[config.mk]
export PLATFORM = sky130hd
export DESIGN_NAME = if_queue
export DESIGN_NICKNAME = d
export VERILOG_FILES = /design/src/rtl/if_queue.sv
export SDC_FILE = /design/constraint.sdc
export NUM_CORES = 1
export LEC_CHECK = 0
export BUFFER_PORTS_ARGS = -buffer_cell sky130_fd_sc_hd__buf_2
export CORE_MARGIN = 5
export CORE_UTILIZATION = 45
export CTS_CLUSTER_DIAMETER = 80
export DETAILED_ROUTE_END_ITERATION = 12
export GPL_TIMING_DRIVEN = 0
export HOLD_SLACK_MARGIN = 0.12
export PLACE_DENSITY = 0.74
export SLEW_MARGIN = 20
export SYNTH_ARGS = -nofsm -noshare
export SYNTH_HDL_FRONTEND = slang
export SYNTH_SLANG_ARGS = --single-unit
export TNS_END_PERCENT = 5
[constraint.sdc]
create_clock -name Clk -period 4.6 [get_ports Clk]
set_clock_uncertainty 0.1 [all_clocks]
set_input_delay 0.92 -clock Clk [delete_from_list [all_inputs] [get_ports Clk]]
set_output_delay 0.92 -clock Clk [all_outputs]
set_load 0.02 [all_outputs]
[src/rtl/if_queue.sv]
// if_queue: four-entry instruction fetch queue between fetch and decode.
//
// The queue is a circular FIFO of {PC, Instr} pairs. Fetch pushes when it
// presents a valid entry and the queue has room. Decode pops the head unless
// it stalls. Flush empties the queue on a redirect. There is no bypass path,
// so an entry pushed at one edge is visible to decode only after that edge.
//
// Ports:
//   Clk      in   system clock, rising-edge active
//   Reset    in   synchronous active-high reset
//   F_Valid  in   fetch presents an entry this cycle
//   F_PC     in   [31:0] PC of the presented entry
//   F_Instr  in   [31:0] instruction word of the presented entry
//   F_Ready  out  queue can accept an entry (Count < 4)
//   D_Valid  out  head entry is valid (Count != 0)
//   D_PC     out  [31:0] head PC, zero when empty
//   D_Instr  out  [31:0] head instruction, zero (NOP) when empty
//   D_PC8    out  [31:0] D_PC + 8 with 32-bit wrap
//   D_Stall  in   decode cannot consume the head this cycle
//   Flush    in   discard every queued entry at the next edge
//   Count    out  [2:0] number of entries held, 0..4
module if_queue (
    input  logic        Clk,
    input  logic        Reset,
    input  logic        F_Valid,
    input  logic [31:0] F_PC,
    input  logic [31:0] F_Instr,
    output logic        F_Ready,
    output logic        D_Valid,
    output logic [31:0] D_PC,
    output logic [31:0] D_Instr,
    output logic [31:0] D_PC8,
    input  logic        D_Stall,
    input  logic        Flush,
    output logic [2:0]  Count
);

    logic [31:0] pc_mem_q    [4];
    logic [31:0] pc_mem_d    [4];
    logic [31:0] instr_mem_q [4];
    logic [31:0] instr_mem_d [4];
    logic [1:0]  rd_ptr_q, rd_ptr_d;
    logic [1:0]  wr_ptr_q, wr_ptr_d;
    logic [2:0]  count_q,  count_d;
    logic        push;
    logic        pop;

    assign F_Ready = (count_q < 3'd4);
    assign D_Valid = (count_q != 3'd0);
    assign Count   = count_q;

    // Empty queue presents a zero PC and a NOP so decode sees clean values.
    assign D_PC    = D_Valid ? pc_mem_q[rd_ptr_q]    : 32'h0000_0000;
    assign D_Instr = D_Valid ? instr_mem_q[rd_ptr_q] : 32'h0000_0000;
    assign D_PC8   = D_PC + 32'd8;

    // F_Ready depends only on the registered count, so a pop in the same
    // cycle never opens room for a push when the queue is full.
    assign push = F_Valid && F_Ready && !Flush;
    assign pop  = D_Valid && !D_Stall && !Flush;

    always_comb begin
        pc_mem_d    = pc_mem_q;
        instr_mem_d = instr_mem_q;
        rd_ptr_d    = rd_ptr_q;
        wr_ptr_d    = wr_ptr_q;
        count_d     = count_q;

        if (Flush) begin
            rd_ptr_d = 2'd0;
            wr_ptr_d = 2'd0;
            count_d  = 3'd0;
        end else begin
            if (push) begin
                pc_mem_d[wr_ptr_q]    = F_PC;
                instr_mem_d[wr_ptr_q] = F_Instr;
                wr_ptr_d              = wr_ptr_q + 2'd1;
            end
            if (pop) begin
                rd_ptr_d = rd_ptr_q + 2'd1;
            end
            case ({push, pop})
                2'b10:   count_d = count_q + 3'd1;
                2'b01:   count_d = count_q - 3'd1;
                default: count_d = count_q;
            endcase
        end
    end

    always_ff @(posedge Clk) begin
        if (Reset) begin
            rd_ptr_q <= 2'd0;
            wr_ptr_q <= 2'd0;
            count_q  <= 3'd0;
        end else begin
            rd_ptr_q <= rd_ptr_d;
            wr_ptr_q <= wr_ptr_d;
            count_q  <= count_d;
        end
    end

    // Entry storage is never observable while empty, so it carries no reset.
    always_ff @(posedge Clk) begin
        pc_mem_q    <= pc_mem_d;
        instr_mem_q <= instr_mem_d;
    end

`ifndef SYNTHESIS
    count_in_range: assert property (@(posedge Clk) disable iff (Reset)
        count_q <= 3'd4);

    // Pointer difference must agree with the count; full and empty both
    // give equal pointers, distinguished only by the count.
    count_matches_ptrs: assert property (@(posedge Clk) disable iff (Reset)
        count_q[1:0] == 2'(wr_ptr_q - rd_ptr_q));
`endif

endmodule

# Word level (Yosys, flattened, before mapping)
# Index checks and enable logic that the tools add are counted.
# W data, S select, Z words.
[classes]
add_sub_neg = 5
magnitude_cmp = 4
eq_ne = 2
n_mux = 13
bitwise = 3
reduce_logical = 11
[ops]
columns = ["op", "n"]
rows = [
  ["$bwmux W128", 2],
  ["$mux W32", 7],
  ["$bmux W32 S2", 2],
  ["$demux W32 S2", 1],
  ["$add A32 B4 Y32 const B", 1],
  ["$ge A3 B3 Y1 const B", 2],
  ["$not A2 Y3", 2],
  ["$pmux W3 S2", 1],
  ["$logic_and A1 B1 Y1", 5],
  ["$add A2 B1 Y2 const B", 2],
  ["$add A3 B1 Y3 const B", 1],
  ["$lt A3 B1 Y1 const B", 1],
  ["$lt A3 B3 Y1 const B", 1],
  ["$reduce_bool A3 Y1", 1],
  ["$sub A3 B1 Y3 const B", 1],
  ["$eq A2 B1 Y1 const B", 1],
  ["$eq A2 B2 Y1 const B", 1],
  ["$logic_not A1 Y1", 2],
  ["$reduce_and A2 Y1", 1],
  ["$reduce_bool A2 Y1", 1],
  ["$reduce_or A2 Y1", 1],
  ["$not A1 Y1", 1],
]
[word_totals]
regBits = 263
in_bits = 69
output_inout_bits = 101
elab_cells = 49

# Logic depth before layout (Yosys ltp)
[depth]
word_depth = 6
ltp_mapped = 12
depth_no_buf = 9

# Least setup slack after synthesis
# Ideal clock, no wire load.
[synth_path]
path_kind = "register -> output"
from = "reg count_q[2] (netlist: Count[2])"
to = "out D_PC8[29]"
arrival_ps = 3445
required_ps = 3580
slack_ps = 135
stages_incl_launch_ff = 13
n_path_buf = 3
path_cell_list = "dfxtp_1 -> nor3_1 -> inv_1 -> clkbuf_1 -> clkbuf_1 -> clkbuf_1 -> nand2_1 -> inv_1 -> ha_1 -> and3_1 -> o211ai_1 -> nor4_4 -> xor2_1"
[synth_via]
elab_chain_cells = 3
[synth_lines]
columns = ["item", "line", "source"]
rows = [
  ["start, declared", "44", "logic [2:0] count_q, count_d;"],
  ["start signal, assigned", "98", "count_q <= count_d;"],
  ["$reduce_bool A3 Y1", "49", "assign D_Valid = (count_q != 3'd0);"],
  ["via D_Valid", "29", "output logic D_Valid,"],
  ["$mux W32", "53", "assign D_PC = D_Valid ? pc_mem_q[rd_ptr_q] : 32'h0000_0000;"],
  ["via D_PC[3]", "30", "output logic [31:0] D_PC,"],
  ["$add A32 B4 Y32", "55", "assign D_PC8 = D_PC + 32'd8;"],
  ["end, declared", "32", "output logic [31:0] D_PC8,"],
]
# The timed path passes the listed nets, and every way through them passes these cells.

# Final worst setup path
[layout_path]
from = "reg count_q[2] (netlist: Count[2])"
to = "out D_PC8[27]"
[layout_via]
elab_chain_cells = 3
[layout_lines]
columns = ["item", "line"]
rows = [
  ["$reduce_bool A3 Y1", "49"],
  ["$mux W32", "53"],
  ["$add A32 B4 Y32", "55"],
]
# Every way passes these cells.

==> metrics.md <==
| Metric | Value |
|---|---|
| CTS Hold Bufs | `0` |
| Clk pwr share | `between 40% and 50%` |
| Top Ports | `170` |
| Yosys top cell area share | `approximately two thirds` |
| Share of flip-flops with an asynchronous set or reset | `0%` |
| Final WL | `roughly 25000 um` |
| Setup TNS | `0 ps` |
| Crit path max-delay family | `simple AND/OR/NAND/NOR gates` |
| Max Freq | `about 230 MHz` |
| Worst hold path class | `flop to flop` |
| Syn. warnings | `0` |
| # rows | `57` |
| P per Cell Area | `375.3 nW/um2` |
| Vias per std cell | `between 5 and 6` |
| Initial Utilization | `roughly 46%` |
| Status | `finished, final reports clean` |
| Remaining Overflow, GRT | `0` |
| Vias | `between 6000 and 7000` |
| Final WS setup | `approximately 210 ps` |
| Startpoint Class | `flop` |
| TritonCTS clock tree | `yes` |
| WP buf/inv | `5` |
| Dpl hpwl | `roughly 17000 um` |
| Largest net degree at the start of global routing | `between 40 and 50` |
| Most common library cells after synthesis | `edfxtp_1, and2_1, mux4_2` |
| Port bufs | `around 170` |
| Final hold vios | `0` |
| EDFF count, synth | `256` |
| Nets | `slightly below 900` |
| GP Congestion | `0.8596` |
| Crit share post-route | `about 96%` |
| Switch share | `roughly a fifth` |
| Number of fill cells | `1906` |
| Dominant cell type by area after synthesis | `edfxtp_1` |
| Die width | `~170 um` |
| Clk slew on worst S/H paths | `~60 ps` |
| Internal | `slightly above 0.004 W` |
| Slowest CP cell | `or4b_1` |
| Total power | `0.005083 W` |
| Router iterations before antenna repair | `4` |
| Share of power burned in registers | `between 50% and 60%` |
| Multi-input logic area | `between 3000 and 4000 um2` |
| # H-tree levels | `1` |
| CTS root buf | `clkbuf_16` |
| Syn Area/Cell | `approximately 19 um2` |
| Post-route DRC violation count | `0` |
| Leading post-synthesis cells by cell area | `edfxtp_1, mux4_2, and2_1` |
| Most common cell in the netlist | `edfxtp_1` |
| CTS Buf Count | `27` |
| Detailed router's first-iteration violation count | `approximately 400` |
| Max FO, Critical Path | `10` |
| Max Slew Vio Count | `0` |
| Max cap viols | `0` |
| First-pass GRT wire length | `approximately 38000 um` |
| Die Ht | `roughly 170 um` |
| Slew @ Worst Pin | `slightly above 900 ps` |
| Ratio of cells with drive above 1 in the final layout | `38.06%` |
| Critical Setup Path Class | `flop to output port` |
| Core Region | `around 24000 um2` |
| Final setup fails | `0` |
| Number of global-route vias before repair | `6623` |
| P_leak | `around 5 nW` |
| Pre-CTS WS | `-238.7 ps` |
| FF+latch area | `between 7000 and 8000 um2` |
| Switch Pwr | `0.001017 W` |
| Hold_ws | `446.2 ps` |
| FF+latch count, synth | `between 200 and 300` |
| Synthesized area | `roughly 11000 um2` |
| Post-synthesis sequential area ratio | `~70%` |
| Post-Syn Instances | `~600` |
| CP cell instances | `nor3_4 > inv_2 > clkbuf_4 > clkbuf_4 > clkbuf_8 > and2_1 > ha_1 > and2_1 > o2111ai_4 > or4b_1 > o211ai_1 > buf_2` |
| Max VDD drop | `roughly 310 uV` |
| CTS max path bufs | `3` |
| Total global-route track usage | `roughly 17%` |
| Initial antenna violation count | `3` |
| RSZ-0062 raised after global routing | `no` |
| Slew headroom | `between 30% and 40%` |
| Wire per inst | `between 20 and 25 um` |
| Sink Count | `between 200 and 300` |
| Primary FF master, synth | `edfxtp_1` |
| Crit path arrival time | `~3400 ps` |
| Distinct cells, synth | `52` |
| Post-route ant nets | `0` |
| P&R area growth vs syn | `20.59%` |
| Clock latency on the worst-skew pair | `roughly 520 ps` |
| Die area | `between 20000 and 30000 um2` |
| Combinational share of power | `5.0%` |
| Critical Path Sink Type | `output port` |
| Worst EP required | `3580 ps` |
| Crit path time final | `about 4400 ps` |
| Post-Syn Nets | `~680` |
| CP peak stage delay | `550 ps` |
flip-flops by register name, summed over array words and instances (netlist names):
name,cells
Count,3
instr_mem_q,128
pc_mem_q,128
rd_ptr_q,2
wr_ptr_q,2
stage by stage:
step,instances,utilization [%],cell area [um2]
3_5_place_dp,1099,51.51,12600
6_report,1151,55.36,13540
2_1_floorplan,602,-,11230
5_1_grt,1150,55.35,13540
3_3_place_gp,1095,51.03,12480
4_1_cts,1149,55.31,13530
tightest hold or removal path, delay by kind of cell (launching register included):
family	cells	cell delay, ps
DFF	1	360
AOI/OAI and AO/OA	2	150
worst paths after layout:
path,from,to,slack (ps),cells past startpoint
min,Count[2],Count[2],450,2
max reg2reg,Count[2],Count[2],1980,9
min reg2reg,Count[2],Count[2],450,2
max,Count[2],D_PC8[27],210,12
power by group through the flow:
stage / Clock (W) / Sequential [W] / Combinational (W)
after detailed placement: 0 / 0.00273 / 0.000250
final: 0.00215 / 0.00268 / 0.000253
after global placement: 0 / 0.00273 / 0.000240
after global routing: 0.00232 / 0.00268 / 0.000275
after floorplan: 0 / 0.00273 / 0.000132
after CTS: 0.00221 / 0.00268 / 0.000255
cell families (layout without fill, tap and decap cells):
kind of cell | after synthesis | count (layout) | synth area share [%]
compound gates | 16 | 16 | 1.181
xor+xnor | 31 | 31 | 2.418
fa+ha+maj | 7 | 7 | 0.8467
buf+inv | 46 | 269 | 2.384
flops | 263 | 263 | 69.70
mux | 72 | 72 | 14.57
other cells | 0 | 2 | 0
simple gates | 167 | 167 | 8.902
repair_timing:
action,in CTS,in global routing
buffers inserted,1,0
pin swaps,1,0
setup endpoints to repair,14,5
gates resized for setup,9,7
endpoints found under the hold margin,0,0
final cells by class:
cell class,instances,share of cell area (%)
multi-input cells,293,23.44
clock buffers,32,5.127
well taps,324,2.993
repair buffers,174,7.058
inverters,17,0.4712
plain buffers,29,1.635
clock inverters,17,1.414
flip-flops and latches,263,57.83
diodes,2,0.03695
cell usage in the layout, fill, tap and decap left out, types with 3 or more instances in the layout:
master,n
ha_1,6
mux2i_1,3
xnor2_1,15
xor2_1,16
nor2_1,18
nand4_1,5
and2_1,69
buf_2,177
and2_4,4
buf_6,4
nand2_1,30
mux4_1,14
clkbuf_1,11
clkinv_1,5
edfxtp_1,256
mux4_2,55
clkbuf_16,27
dfxtp_1,4
inv_1,15
and4_1,5
nor4_2,3
nand3_1,4
nor4_1,3
clkinv_2,4
nor3_1,4
a21oi_1,3
bufinv_16,4
buf_4,7
dfxtp_2,3
buf_16,3
buf_12,3
nand2b_1,3
routing by layer:
layer | global-route usage [%] | part of all wire, %
met2 | 29.93 | 50
met5 | 0 | 0.086
met4 | 4.093 | 2.1
met3 | 5.299 | 9.1
met1 | 21.30 | 38
No activity file was read; power rests on OpenSTA's default activity.
